<file path="src/rtl/flow_pair_arbiter_pkg.sv">
// rtl/flow_pair_arbiter_pkg.sv - shared state encoding and width helper for the pair arbiter
package flow_pair_arbiter_pkg;

   typedef enum logic {
      ST_IDLE = 1'b0,
      ST_LOCK = 1'b1
   } state_t;

   // Index width for n items, never narrower than one bit.
   function automatic int clog2_min1(input int n);
      int r;
      r = 0;
      for (int i = 0; i < 31; i++) begin
         if ((1 << i) < n) r = i + 1;
      end
      return (r < 1) ? 1 : r;
   endfunction

endpackage

</file>
<file path="src/rtl/flow_pair_arbiter_rr_pick.sv">
// rtl/flow_pair_arbiter_rr_pick.sv - first requester searching upward from a start index, wrapping at NUM_SRC-1
module rr_pick
   import flow_pair_arbiter_pkg::*;
#(
   parameter int NUM_SRC = 4,
   localparam int ID_W = clog2_min1(NUM_SRC)
) (
   input  logic [NUM_SRC-1:0] req,
   input  logic [ID_W-1:0]    start,
   output logic               any,
   output logic [ID_W-1:0]    idx
);

   int cand;

   // Walk from the farthest candidate back to start so the nearest requester wins.
   always_comb begin
      any  = 1'b0;
      idx  = '0;
      cand = 0;
      for (int k = NUM_SRC - 1; k >= 0; k--) begin
         cand = int'(start) + k;
         if (cand >= NUM_SRC) cand = cand - NUM_SRC;
         if (req[cand]) begin
            any = 1'b1;
            idx = ID_W'(cand);
         end
      end
   end

endmodule

</file>
<file path="src/rtl/flow_pair_arbiter.sv">
// rtl/flow_pair_arbiter.sv - round-robin valid/ready arbiter holding each grant for BEATS transfers
module flow_pair_arbiter
   import flow_pair_arbiter_pkg::*;
#(
   parameter int NUM_SRC = 4,
   parameter int DWIDTH  = 8,
   parameter int BEATS   = 2,
   localparam int ID_W   = clog2_min1(NUM_SRC)
) (
   input  logic                      clk,
   input  logic                      rst,
   input  logic                      cfg_en,
   input  logic [NUM_SRC-1:0]        src_val,
   output logic [NUM_SRC-1:0]        src_rdy,
   input  logic [NUM_SRC*DWIDTH-1:0] src_data,
   output logic                      dst_val,
   input  logic                      dst_rdy,
   output logic [DWIDTH-1:0]         dst_data,
   output logic [ID_W-1:0]           dst_src_id,
   output logic                      busy
);

   localparam int CNT_W = clog2_min1(BEATS);
   localparam logic [ID_W-1:0]  LAST_ID   = ID_W'(NUM_SRC - 1);
   localparam logic [CNT_W-1:0] LAST_BEAT = CNT_W'(BEATS - 1);

   state_t           state;
   logic [ID_W-1:0]  gnt;
   logic [ID_W-1:0]  rr_ptr;
   logic [CNT_W-1:0] beat_cnt;

   logic             locked;
   logic             xfer;
   logic             last_xfer;
   logic [ID_W-1:0]  gnt_succ;
   logic [ID_W-1:0]  pick_start;
   logic             pick_any;
   logic [ID_W-1:0]  pick_idx;

   assign locked     = (state == ST_LOCK);
   assign gnt_succ   = (gnt == LAST_ID) ? '0 : gnt + 1'b1;
   // On a handoff the current owner must be considered last, so search from its successor.
   assign pick_start = locked ? gnt_succ : rr_ptr;

   rr_pick #(
      .NUM_SRC (NUM_SRC)
   ) u_pick (
      .req   (src_val),
      .start (pick_start),
      .any   (pick_any),
      .idx   (pick_idx)
   );

   assign dst_val    = locked & src_val[gnt];
   assign dst_data   = locked ? src_data[int'(gnt) * DWIDTH +: DWIDTH] : '0;
   assign dst_src_id = gnt;
   assign busy       = locked;
   assign xfer       = dst_val & dst_rdy;
   assign last_xfer  = xfer && (beat_cnt == LAST_BEAT);

   always_comb begin
      src_rdy = '0;
      if (locked) src_rdy[gnt] = dst_rdy;
   end

   always_ff @(posedge clk) begin
      if (rst) begin
         state    <= ST_IDLE;
         gnt      <= '0;
         rr_ptr   <= '0;
         beat_cnt <= '0;
      end else begin
         case (state)
            ST_IDLE: begin
               if (cfg_en && pick_any) begin
                  gnt      <= pick_idx;
                  beat_cnt <= '0;
                  state    <= ST_LOCK;
               end
            end
            ST_LOCK: begin
               if (last_xfer) begin
                  rr_ptr   <= gnt_succ;
                  beat_cnt <= '0;
                  if (cfg_en && pick_any) gnt <= pick_idx;
                  else                    state <= ST_IDLE;
               end else if (xfer) begin
                  beat_cnt <= beat_cnt + 1'b1;
               end
            end
         endcase
      end
   end

endmodule
</file>
<file path="config.mk">
export PLATFORM = sky130hd
export DESIGN_NAME = flow_pair_arbiter
export DESIGN_NICKNAME = d
export VERILOG_FILES = /design/src/rtl/flow_pair_arbiter_pkg.sv /design/src/rtl/flow_pair_arbiter_rr_pick.sv /design/src/rtl/flow_pair_arbiter.sv
export SDC_FILE = /design/constraint.sdc
export NUM_CORES = 1
export LEC_CHECK = 0
export ABC_AREA = 1
export ABC_CLOCK_PERIOD_IN_PS = 2900
export CAP_MARGIN = 30
export CORE_AREA = 2 2 66 68
export CTS_CLUSTER_SIZE = 10
export DETAILED_ROUTE_END_ITERATION = 8
export DIE_AREA = 0 0 68 70
export GPL_TIMING_DRIVEN = 0
export PLACE_DENSITY = 0.61
export RECOVER_POWER = 25
export SYNTH_ARGS = -nofsm -noshare
export SYNTH_HDL_FRONTEND = slang
export SYNTH_SLANG_ARGS = --single-unit
</file>
<file path="constraint.sdc">
create_clock -name clk -period 2.9 [get_ports clk]
set_clock_uncertainty 0.15 [all_clocks]
set_input_delay 0.435 -clock clk [delete_from_list [all_inputs] [get_ports clk]]
set_output_delay 0.435 -clock clk [all_outputs]
set_load 0.03 [all_outputs]
</file>
==> impl_results.html, run 1 <==
<table>
<tr><th>Metric</th><th>Value</th></tr>
<tr><th colspan="2">Yosys</th></tr>
<tr><td>Yosys warning count</td><td>0</td></tr>
<tr><td>Count of mapped cells out of synthesis</td><td>188</td></tr>
<tr><td>Number of library cell types mapped by synthesis</td><td>21</td></tr>
<tr><td>Syn_nets</td><td>approximately 230</td></tr>
<tr><td>EDFF count, synth</td><td>0</td></tr>
<tr><td>Primary FF master, synth</td><td>sky130_fd_sc_hd__dfxtp_1</td></tr>
<tr><td>Total standard cell area after synthesis</td><td>~960 sq um</td></tr>
<tr><td>Area share of the largest cell type after synthesis</td><td>between 10% and 20%</td></tr>
<tr><td>Flops &amp; latches, synth</td><td>6</td></tr>
<tr><td>Sequential fraction of the synthesis area</td><td>~12%</td></tr>
<tr><td>Cell type contributing the most total cell area after synthesis</td><td>sky130_fd_sc_hd__nand2_1</td></tr>
<tr><td>Async set-reset flop share out of synthesis</td><td>0%</td></tr>
<tr><td>Mean instance size in the synthesized netlist</td><td>a little over 5 sq um</td></tr>
<tr><td>Synth top area cells</td><td>sky130_fd_sc_hd__nand2_1 (19%), sky130_fd_sc_hd__nor2_1 (16%), sky130_fd_sc_hd__dfxtp_1 (12%)</td></tr>
<tr><th colspan="2">Setup path</th></tr>
<tr><td>Total stage count of the critical path</td><td>6</td></tr>
<tr><td>Critical-path top delay cell</td><td>sky130_fd_sc_hd__clkdlybuf4s50_1</td></tr>
<tr><td>Number of buffer and inverter instances along the worst setup path</td><td>3</td></tr>
<tr><td>Critical Path AT</td><td>2.15 ns</td></tr>
<tr><td>Maximum single-stage delay on the critical path</td><td>0.70 ns</td></tr>
<tr><td>Kind of critical path</td><td>in -&gt; out</td></tr>
<tr><td>Capture point of the worst reg-to-reg path</td><td>dst_src_id[0]$_SDFFE_PP0P_</td></tr>
<tr><td>Max Fanout on Critical Path</td><td>3</td></tr>
<tr><td>Register-to-register path setup slack</td><td>about 0.36 ns</td></tr>
<tr><td>Nature of the critical path startpoint</td><td>input pin</td></tr>
<tr><td>Crit path required time</td><td>around 2.3 ns</td></tr>
<tr><td>Worst R2R Start</td><td>dst_src_id[1]$_SDFFE_PP0P_</td></tr>
<tr><td>CP cell instances</td><td>clkdlybuf4s50_1 &gt; inv_1 &gt; a21oi_1 &gt; o21ai_0 &gt; a21oi_1 &gt; clkdlybuf4s50_1</td></tr>
<tr><td>Endpoint kind of the worst setup timing path</td><td>output pin</td></tr>
<tr><td>Largest delay share family, worst path</td><td>buffers and inverters</td></tr>
<tr><td>FF-to-FF path depth</td><td>15</td></tr>
<tr><th colspan="2">Hold path</th></tr>
<tr><td>Hold-critical path endpoint</td><td>rr_ptr[1]$_SDFFE_PP0P_</td></tr>
<tr><td>Worst hold path type</td><td>reg -&gt; reg</td></tr>
<tr><td>Worst Min Path Start</td><td>rr_ptr[1]$_SDFFE_PP0P_</td></tr>
<tr><td>Cell depth of the worst min-delay path</td><td>2</td></tr>
<tr><th colspan="2">Cells and area</th></tr>
<tr><td>Share of post-route cells with drive strength above 1</td><td>a little under a tenth</td></tr>
<tr><td>N_diodes</td><td>0</td></tr>
<tr><td>Most frequent standard cell in the layout excluding fill and tap cells</td><td>sky130_fd_sc_hd__nand2_1</td></tr>
<tr><td>Footprint of the flip-flops and latches</td><td>121 sq um</td></tr>
<tr><td>Highest-count cells in the layout ignoring fill and taps</td><td>sky130_fd_sc_hd__nand2_1 (49), sky130_fd_sc_hd__clkdlybuf4s50_1 (43), sky130_fd_sc_hd__nor2_1 (42), sky130_fd_sc_hd__o21ai_0 (20), sky130_fd_sc_hd__inv_1 (17)</td></tr>
<tr><td>Area growth from synthesis to layout</td><td>70.4%</td></tr>
<tr><td>Layout net count</td><td>slightly below 300</td></tr>
<tr><td>Number of fill cells in the layout</td><td>approximately 470</td></tr>
<tr><td>Final standard cell utilization of the core</td><td>between 30% and 40%</td></tr>
<tr><td>Combined area of the multi-input logic cells</td><td>between 700 and 800 sq um</td></tr>
<tr><th colspan="2">Timing</th></tr>
<tr><td>Final worst-path setup slack</td><td>0.165 ns</td></tr>
<tr><td>Unrepaired setup endpoints after global routing</td><td>no</td></tr>
<tr><td>Clock period minus worst slack</td><td>roughly 2.7 ns</td></tr>
<tr><td>Worst hold slack across all endpoints</td><td>~0.32 ns</td></tr>
<tr><td>Achievable frequency</td><td>0.366 GHz</td></tr>
<tr><td>Max-slew violation count</td><td>0</td></tr>
<tr><td>Max-slew headroom at the worst pin</td><td>about two thirds</td></tr>
<tr><td>Slew at the pin with the worst max-slew slack</td><td>0.525 ns</td></tr>
<tr><td>Final hold vios</td><td>0</td></tr>
<tr><td>Final critical-path share of the clock period</td><td>94.3%</td></tr>
<tr><td>Final setup violation count</td><td>0</td></tr>
<tr><td>Setup tns final</td><td>0 ns</td></tr>
<tr><th colspan="2">Die</th></tr>
<tr><td>Number of top-level design ports</td><td>56</td></tr>
<tr><td>Starting density of the core</td><td>between 20% and 30%</td></tr>
<tr><td>Area of the die</td><td>4760 sq um</td></tr>
<tr><td>Row Count</td><td>24</td></tr>
<tr><td>Die height</td><td>about 70 um</td></tr>
<tr><td>Die extent in x</td><td>68 um</td></tr>
<tr><td>Std-Cell Core Area</td><td>approximately 4100 sq um</td></tr>
<tr><th colspan="2">Clocking</th></tr>
<tr><td>Later-pin clock latency in the skew report</td><td>~0.22 ns</td></tr>
<tr><td>TritonCTS Sinks</td><td>6</td></tr>
<tr><td>Clock transition at the registers of the reported paths</td><td>roughly 0.040 ns</td></tr>
<tr><td>Clock tree from TritonCTS</td><td>built</td></tr>
<tr><td># H-tree levels</td><td>1</td></tr>
<tr><td>Hold Buf Count CTS</td><td>0</td></tr>
<tr><td>Number of clock buffers inserted by TritonCTS</td><td>3</td></tr>
<tr><td>CTS Buffer Depth</td><td>2</td></tr>
<tr><td>Clock root buffer</td><td>sky130_fd_sc_hd__clkbuf_8</td></tr>
<tr><th colspan="2">Detailed routing</th></tr>
<tr><td>Wire length reported by the detailed router</td><td>between 3000 and 4000 um</td></tr>
<tr><td>Starting DRC count in detailed routing</td><td>between 60 and 70</td></tr>
<tr><td>Number of iterations in the first detailed-routing pass</td><td>4</td></tr>
<tr><td>Number of nets still failing antenna checks after routing</td><td>0</td></tr>
<tr><td>Post-route DRC violation count</td><td>0</td></tr>
<tr><td>Number of vias per cell</td><td>about 4.4</td></tr>
<tr><td>Routed WL per cell</td><td>between 10 and 15 um</td></tr>
<tr><td>Vias after detailed routing</td><td>~1300</td></tr>
<tr><th colspan="2">Outcome</th></tr>
<tr><td>Outcome</td><td>finished clean</td></tr>
<tr><th colspan="2">Global route</th></tr>
<tr><td>Number of antenna violations at the first check in global routing</td><td>0</td></tr>
<tr><td>Overall global routing resource usage</td><td>15.0%</td></tr>
<tr><td>Pin count of the biggest net entering global routing</td><td>20</td></tr>
<tr><td>Wire length of the first global-routing pass</td><td>~5600 um</td></tr>
<tr><td>Global route overflow</td><td>0</td></tr>
<tr><td>Via count of the first global-routing pass</td><td>roughly 1300</td></tr>
<tr><th colspan="2">Power</th></tr>
<tr><td>Post-layout power</td><td>roughly 560 uW</td></tr>
<tr><td>P_leak</td><td>around 0.00090 uW</td></tr>
<tr><td>Worst VDD drop</td><td>312 uV</td></tr>
<tr><td>Pwr per Cell Area</td><td>between 300 and 400 nW/um^2</td></tr>
<tr><th colspan="2">Placed design</th></tr>
<tr><td>Setup slack at placement</td><td>between 0.05 and 0.06 ns</td></tr>
<tr><td>GP Congestion</td><td>~0.79</td></tr>
<tr><td>Post-DP HPWL</td><td>about 2600 um</td></tr>
<tr><td>Total of buffers placed on input and output ports</td><td>55</td></tr>
<tr><th colspan="2">Flow run</th></tr>
<tr><td>Max capacitance violation total</td><td>0</td></tr>
</table>
[worst max path at each step]
stage / from / to / slack, ns
3_5_place_dp: dst_src_id[0]$_SDFFE_PP0P_ / dst_data[6] / 0.06
6_report: src_val[1] / dst_val / 0.17
5_1_grt: dst_src_id[0]$_SDFFE_PP0P_ / src_rdy[2] / 0.03
2_1_floorplan: dst_src_id[0]$_SDFFE_PP0P_ / dst_src_id[0]$_SDFFE_PP0P_ / 0.46
3_3_place_gp: dst_src_id[0]$_SDFFE_PP0P_ / dst_data[5] / 0.03
4_1_cts: dst_src_id[1]$_SDFFE_PP0P_ / dst_data[6] / 0.08
[logic make-up (layout without fill, tap and decap cells)]
group,Yosys count,in the layout,synth area share (%)
buffers and inverters,28,85,12.1
adders and majority gates,4,4,5.19
and+or+nand+nor,112,112,49.5
DFF,6,6,12.5
AOI/OAI and AO/OA,38,38,20.8
[where the power goes]
group	switching, uW	internal [uW]	leakage [uW]
sequential	8.49	88.8	0.0000495
clock	36.3	89.2	0.0000216
combinational	191	145	0.000830
[synthesized netlist by cell type (2+ instances only)]
library cell,count
sky130_fd_sc_hd__ha_1,4
sky130_fd_sc_hd__buf_2,3
sky130_fd_sc_hd__nand2_4,2
sky130_fd_sc_hd__nand2_1,49
sky130_fd_sc_hd__nand3_1,10
sky130_fd_sc_hd__dfxtp_1,6
sky130_fd_sc_hd__nand3_2,2
sky130_fd_sc_hd__clkbuf_1,3
sky130_fd_sc_hd__nand2_2,5
sky130_fd_sc_hd__a21oi_1,15
sky130_fd_sc_hd__inv_1,17
sky130_fd_sc_hd__o21ai_0,20
sky130_fd_sc_hd__nor2_1,42
sky130_fd_sc_hd__inv_2,3
[timing repair]
| action | 4_1_cts | 5_1_grt |
|---|---|---|
| resized for setup | 2 | 10 |
| buffers inserted | 0 | 0 |
| setup endpoints to repair | 11 | 12 |
[routing by layer]
metal	track usage, %	share of wire [%]	vias to the layer above	wire length (um)
li1	-	-	709	-
met2	25.6	50	25	1670
met4	4.00	0.51	0	17
met3	1.93	4.6	2	154
met1	19.3	45	568	1500
met5	0	0	-	0
[final cells by class]
type	count	share of cell area (%)
flip-flops and latches	6	7.38
plain buffers	7	2.44
inverters	20	4.57
well taps	52	3.96
clock buffers	3	2.51
multi-input cells	154	44.3
repair buffers	55	34.9
[stage by stage]
stage,area [sq um],std cells
global placement,1580,295
detailed placement,1580,295
finish,1640,297
CTS,1620,297
floorplan,965,188
global route,1640,297
[worst min-delay path: cells and delay by family, from the launching register on]
family / cells / cell delay, ns
buffers and inverters: 1 / 0.07
AOI/OAI and AO/OA: 1 / 0.05
DFF: 1 / 0.30
[flip-flops by register name, summed over array words and instances (netlist names)]
register,cells
rr_ptr,2
beat_cnt,1
busy,1
dst_src_id,2
Note: power is estimated with default switching activity, not from simulation.
==> run 2: changes to the inputs <==
ABC_AREA = not set   (was 1)
CORE_AREA = 2 2 59 61   (was 2 2 66 68)
DIE_AREA = 0 0 61 63   (was 0 0 68 70)
PLACE_DENSITY = 0.66   (was 0.61)
==> run 2 against run 1 <==
  * Wire length decreased by 24%
  * Via count down 33%
  * Hold slack improved by 0.025 ns
  * Synthesized area down 20%
  * Sequential share of layout area increased by 1.2 points
  * Clock-buffer cell count did not move
  * Setup slack worse by 0.042 ns
  * Register-to-register slack gained 0.17 ns
  * First-iteration DRC count shrank 54%
  * Die area decreased by 19%
  * Final area decreased by 15%
==> impl_results.html, run 2 <==
<table>
<tr><th>Metric</th><th>Value</th></tr>
<tr><th colspan="2">Placed design</th></tr>
<tr><td>Cells after DPL</td><td>around 180</td></tr>
<tr><td>GP Congestion</td><td>between 0.9 and 1</td></tr>
<tr><td>Post-DP HPWL</td><td>roughly 2100 um</td></tr>
<tr><td>Total of buffers placed on input and output ports</td><td>55</td></tr>
<tr><th colspan="2">Clocking</th></tr>
<tr><td>TritonCTS Sinks</td><td>6</td></tr>
<tr><td># H-tree levels</td><td>1</td></tr>
<tr><td>Clock tree from TritonCTS</td><td>built</td></tr>
<tr><td>Clock transition at the registers of the reported paths</td><td>approximately 0.040 ns</td></tr>
<tr><td>Hold Buf Count CTS</td><td>0</td></tr>
<tr><td>Number of clock buffers inserted by TritonCTS</td><td>3</td></tr>
<tr><td>CTS Buffer Depth</td><td>2</td></tr>
<tr><td>Clock root buffer</td><td>sky130_fd_sc_hd__clkbuf_4</td></tr>
<tr><td>Later-pin clock latency in the skew report</td><td>0.25 ns</td></tr>
<tr><th colspan="2">Cells and area</th></tr>
<tr><td>Combined area of the multi-input logic cells</td><td>roughly 590 sq um</td></tr>
<tr><td>Layout net count</td><td>180</td></tr>
<tr><td>Most frequent standard cell in the layout excluding fill and tap cells</td><td>sky130_fd_sc_hd__clkdlybuf4s50_1</td></tr>
<tr><td>Final Non-Filler Cells</td><td>between 150 and 200</td></tr>
<tr><td>Footprint of the flip-flops and latches</td><td>roughly 120 sq um</td></tr>
<tr><td>Highest-count cells in the layout ignoring fill and taps</td><td>sky130_fd_sc_hd__clkdlybuf4s50_1 (45), sky130_fd_sc_hd__and2_1 (9), sky130_fd_sc_hd__inv_1 (7), sky130_fd_sc_hd__mux4_2 (7), sky130_fd_sc_hd__dfxtp_1 (6)</td></tr>
<tr><td>N_diodes</td><td>0</td></tr>
<tr><td>Area growth from synthesis to layout</td><td>82.1%</td></tr>
<tr><td>Number of fill cells in the layout</td><td>about 330</td></tr>
<tr><td>Share of post-route cells with drive strength above 1</td><td>15.7%</td></tr>
<tr><th colspan="2">Timing</th></tr>
<tr><td>Setup tns final</td><td>0 ns</td></tr>
<tr><td>Achievable frequency</td><td>about 0.36 GHz</td></tr>
<tr><td>Clock period minus worst slack</td><td>roughly 2.8 ns</td></tr>
<tr><td>Max-slew violation count</td><td>0</td></tr>
<tr><td>Final setup violation count</td><td>0</td></tr>
<tr><td>Final critical-path share of the clock period</td><td>between 90% and 100%</td></tr>
<tr><td>Unrepaired setup endpoints after global routing</td><td>no</td></tr>
<tr><td>Max-slew headroom at the worst pin</td><td>just over 40%</td></tr>
<tr><td>Slew at the pin with the worst max-slew slack</td><td>between 0.8 and 0.9 ns</td></tr>
<tr><td>Final hold vios</td><td>0</td></tr>
<tr><th colspan="2">Detailed routing</th></tr>
<tr><td>Routed WL per cell</td><td>~14 um</td></tr>
<tr><td>Wire length on met3</td><td>about 400 um</td></tr>
<tr><td>Highest routed metal layer</td><td>met4</td></tr>
<tr><td>Number of nets still failing antenna checks after routing</td><td>0</td></tr>
<tr><td>Number of vias per cell</td><td>4.86</td></tr>
<tr><td>Post-route DRC violation count</td><td>0</td></tr>
<tr><td>Wire length reported by the detailed router</td><td>~2500 um</td></tr>
<tr><td>Met2 WL</td><td>around 1200 um</td></tr>
<tr><td>Starting DRC count in detailed routing</td><td>28</td></tr>
<tr><td>Routed metal-1 wire length</td><td>roughly 950 um</td></tr>
<tr><td>Vias after detailed routing</td><td>~880</td></tr>
<tr><td>Number of iterations in the first detailed-routing pass</td><td>4</td></tr>
<tr><th colspan="2">Hold path</th></tr>
<tr><td>Worst hold path type</td><td>reg -&gt; reg</td></tr>
<tr><td>Worst Min Path Start</td><td>rr_ptr[0]$_SDFFE_PP0P_</td></tr>
<tr><th colspan="2">Yosys</th></tr>
<tr><td>Cell with the most instances after synthesis</td><td>sky130_fd_sc_hd__and2_1</td></tr>
<tr><td>Async set-reset flop share out of synthesis</td><td>0%</td></tr>
<tr><td>Mean instance size in the synthesized netlist</td><td>roughly 10 sq um</td></tr>
<tr><td>Yosys warning count</td><td>0</td></tr>
<tr><td>Cell type contributing the most total cell area after synthesis</td><td>sky130_fd_sc_hd__mux4_2</td></tr>
<tr><td>EDFF count, synth</td><td>0</td></tr>
<tr><td>Synth top area cells</td><td>sky130_fd_sc_hd__mux4_2 (21%), sky130_fd_sc_hd__dfxtp_1 (16%), sky130_fd_sc_hd__and2_1 (7.3%)</td></tr>
<tr><td>Flops &amp; latches, synth</td><td>6</td></tr>
<tr><td>Total standard cell area after synthesis</td><td>768 sq um</td></tr>
<tr><td>Ranking of synthesized cells by instance count</td><td>sky130_fd_sc_hd__and2_1 (9), sky130_fd_sc_hd__inv_1 (7), sky130_fd_sc_hd__mux4_2 (7)</td></tr>
<tr><td>Count of mapped cells out of synthesis</td><td>between 70 and 80</td></tr>
<tr><td>Sequential fraction of the synthesis area</td><td>~16%</td></tr>
<tr><td>Area share of the largest cell type after synthesis</td><td>about a fifth</td></tr>
<tr><td>Syn_nets</td><td>120</td></tr>
<tr><td>Number of library cell types mapped by synthesis</td><td>29</td></tr>
<tr><td>Primary FF master, synth</td><td>sky130_fd_sc_hd__dfxtp_1</td></tr>
<tr><th colspan="2">Power</th></tr>
<tr><td>Fraction of power spent switching nets</td><td>between 30% and 40%</td></tr>
<tr><td>Pwr per Cell Area</td><td>254 nW/um^2</td></tr>
<tr><td>Fraction of power consumed by sequential logic</td><td>25.7%</td></tr>
<tr><td>Part of the power in the clock network</td><td>21.7%</td></tr>
<tr><td>Worst VDD drop</td><td>94.8 uV</td></tr>
<tr><td>Internal Power</td><td>about 240 uW</td></tr>
<tr><td>Power spent charging and discharging nets</td><td>approximately 120 uW</td></tr>
<tr><td>Part of the power in combinational logic</td><td>around 53%</td></tr>
<tr><td>P_leak</td><td>~0.00056 uW</td></tr>
<tr><th colspan="2">Setup path</th></tr>
<tr><td>Register-to-register path setup slack</td><td>approximately 0.53 ns</td></tr>
<tr><td>Capture point of the worst reg-to-reg path</td><td>dst_src_id[1]$_SDFFE_PP0P_</td></tr>
<tr><td>Endpoint kind of the worst setup timing path</td><td>output pin</td></tr>
<tr><td>Worst R2R Start</td><td>dst_src_id[0]$_SDFFE_PP0P_</td></tr>
<tr><td>Kind of critical path</td><td>reg -&gt; out</td></tr>
<tr><td>Worst setup endpoint</td><td>src_rdy[2]</td></tr>
<tr><td>Crit path required time</td><td>2.32 ns</td></tr>
<tr><td>Nature of the critical path startpoint</td><td>flop</td></tr>
<tr><td>Max Fanout on Critical Path</td><td>10</td></tr>
<tr><td>FF-to-FF path depth</td><td>7</td></tr>
<tr><td>Worst setup path start</td><td>busy$_SDFF_PP0_</td></tr>
<tr><td>Critical Path AT</td><td>2.19 ns</td></tr>
<tr><th colspan="2">Global route</th></tr>
<tr><td>Global route overflow</td><td>0</td></tr>
<tr><td>Overall global routing resource usage</td><td>about an eighth</td></tr>
<tr><td>Pin count of the biggest net entering global routing</td><td>11</td></tr>
<tr><td>Via count of the first global-routing pass</td><td>876</td></tr>
<tr><td>Wire length of the first global-routing pass</td><td>approximately 3700 um</td></tr>
<tr><td>Number of antenna violations at the first check in global routing</td><td>0</td></tr>
<tr><th colspan="2">Die</th></tr>
<tr><td>Starting density of the core</td><td>a little under a quarter</td></tr>
<tr><td>Area of the die</td><td>about 3800 sq um</td></tr>
<tr><td>Std-Cell Core Area</td><td>3230 sq um</td></tr>
<tr><td>Row Count</td><td>21</td></tr>
<tr><td>Number of top-level design ports</td><td>56</td></tr>
<tr><td>Die extent in x</td><td>around 60 um</td></tr>
<tr><td>Die height</td><td>about 63 um</td></tr>
<tr><th colspan="2">Outcome</th></tr>
<tr><td>Outcome</td><td>finished clean</td></tr>
<tr><th colspan="2">Flow run</th></tr>
<tr><td>Max capacitance violation total</td><td>0</td></tr>
</table>
[run 2: cell types whose count changed after synthesis, sizes merged, moves of 3 or more]
cell | previous run | this run
mux4 | 0 | 9
o21ai | 21 | 3
nor2 | 42 | 4
o211ai | 0 | 3
and2 | 1 | 9
buf | 5 | 2
nand2 | 56 | 3
and3 | 0 | 4
inv | 20 | 7
a21oi | 15 | 2
nand3 | 12 | 1
[run 2: per-layer routing]
| layer | up-vias | track usage, % |
|---|---|---|
| li1 | 413 | - |
| met1 | 403 | 12.2 |
| met2 | 55 | 21.9 |
| met3 | 4 | 5.18 |
| met4 | 0 | 5.43 |
| met5 | - | 0 |
[run 2: worst min-delay path by stage]
stage | to | cells after the start | slack, ns
2_1_floorplan | rr_ptr[0]$_SDFFE_PP0P_ | 2 | 0.30
6_report | rr_ptr[0]$_SDFFE_PP0P_ | 2 | 0.34
3_3_place_gp | rr_ptr[0]$_SDFFE_PP0P_ | 2 | 0.33
3_5_place_dp | rr_ptr[0]$_SDFFE_PP0P_ | 2 | 0.34
5_1_grt | rr_ptr[0]$_SDFFE_PP0P_ | 2 | 0.38
4_1_cts | rr_ptr[0]$_SDFFE_PP0P_ | 2 | 0.35
[run 2: area by class of cell]
| cell class | count | share of cell area, % |
|---|---|---|
| clock buffer | 3 | 1.61 |
| multi-input combinational | 58 | 42.5 |
| tap | 46 | 4.11 |
| timing repair buffer | 55 | 39.1 |
| buffer | 5 | 2.24 |
| sequential | 6 | 8.59 |
| inverter | 7 | 1.88 |
[run 2: stage by stage]
stage	util [%]	setup slack [ns]	area (sq um)	hold slack, ns	total power, uW
5_1_grt	43.3	0.0239	1400	0.378	373
3_5_place_dp	42.6	0.00573	1380	0.344	285
2_1_floorplan	-	0.472	768	0.297	188
4_1_cts	43.2	0.00224	1400	0.349	360
3_3_place_gp	42.6	0.0212	1380	0.333	281
6_report	43.3	0.124	1400	0.344	355
[run 2: critical path, stage by stage (launching register included)]
cell and delay [ns]:
sky130_fd_sc_hd__dfxtp_1 0.40, sky130_fd_sc_hd__clkbuf_1 0.35, sky130_fd_sc_hd__clkbuf_1 0.33, sky130_fd_sc_hd__and3_1 0.21, sky130_fd_sc_hd__clkdlybuf4s50_1 0.66
[run 2: cell families (layout without fill, tap and decap cells)]
| kind of cell | Yosys count | after routing | share of synthesized area, % |
|---|---|---|---|
| flip-flops | 6 | 6 | 15.6 |
| AND/OR/NAND/NOR | 25 | 25 | 18.6 |
| multiplexers | 13 | 13 | 32.9 |
| AO/OA/AOI/OAI | 16 | 16 | 19.4 |
| adder cells (fa/ha/maj) | 4 | 4 | 6.51 |
| buffers and inverters | 12 | 70 | 7.00 |
[run 2: what timing repair did]
| action | in CTS | in global routing |
|---|---|---|
| pin swaps | 0 | 0 |
| setup buffers | 0 | 0 |
| gates resized for setup | 6 | 3 |
| setup endpoints to repair | 5 | 5 |
[run 2: power by group through the flow]
stage | Clock [uW] | Sequential, uW | Combinational (uW)
6_report | 77.0 | 91.4 | 187
4_1_cts | 78.7 | 91.4 | 189
3_5_place_dp | 0 | 92.9 | 192
5_1_grt | 81.9 | 91.7 | 199
2_1_floorplan | 0 | 96.8 | 91.7
3_3_place_gp | 0 | 92.7 | 188
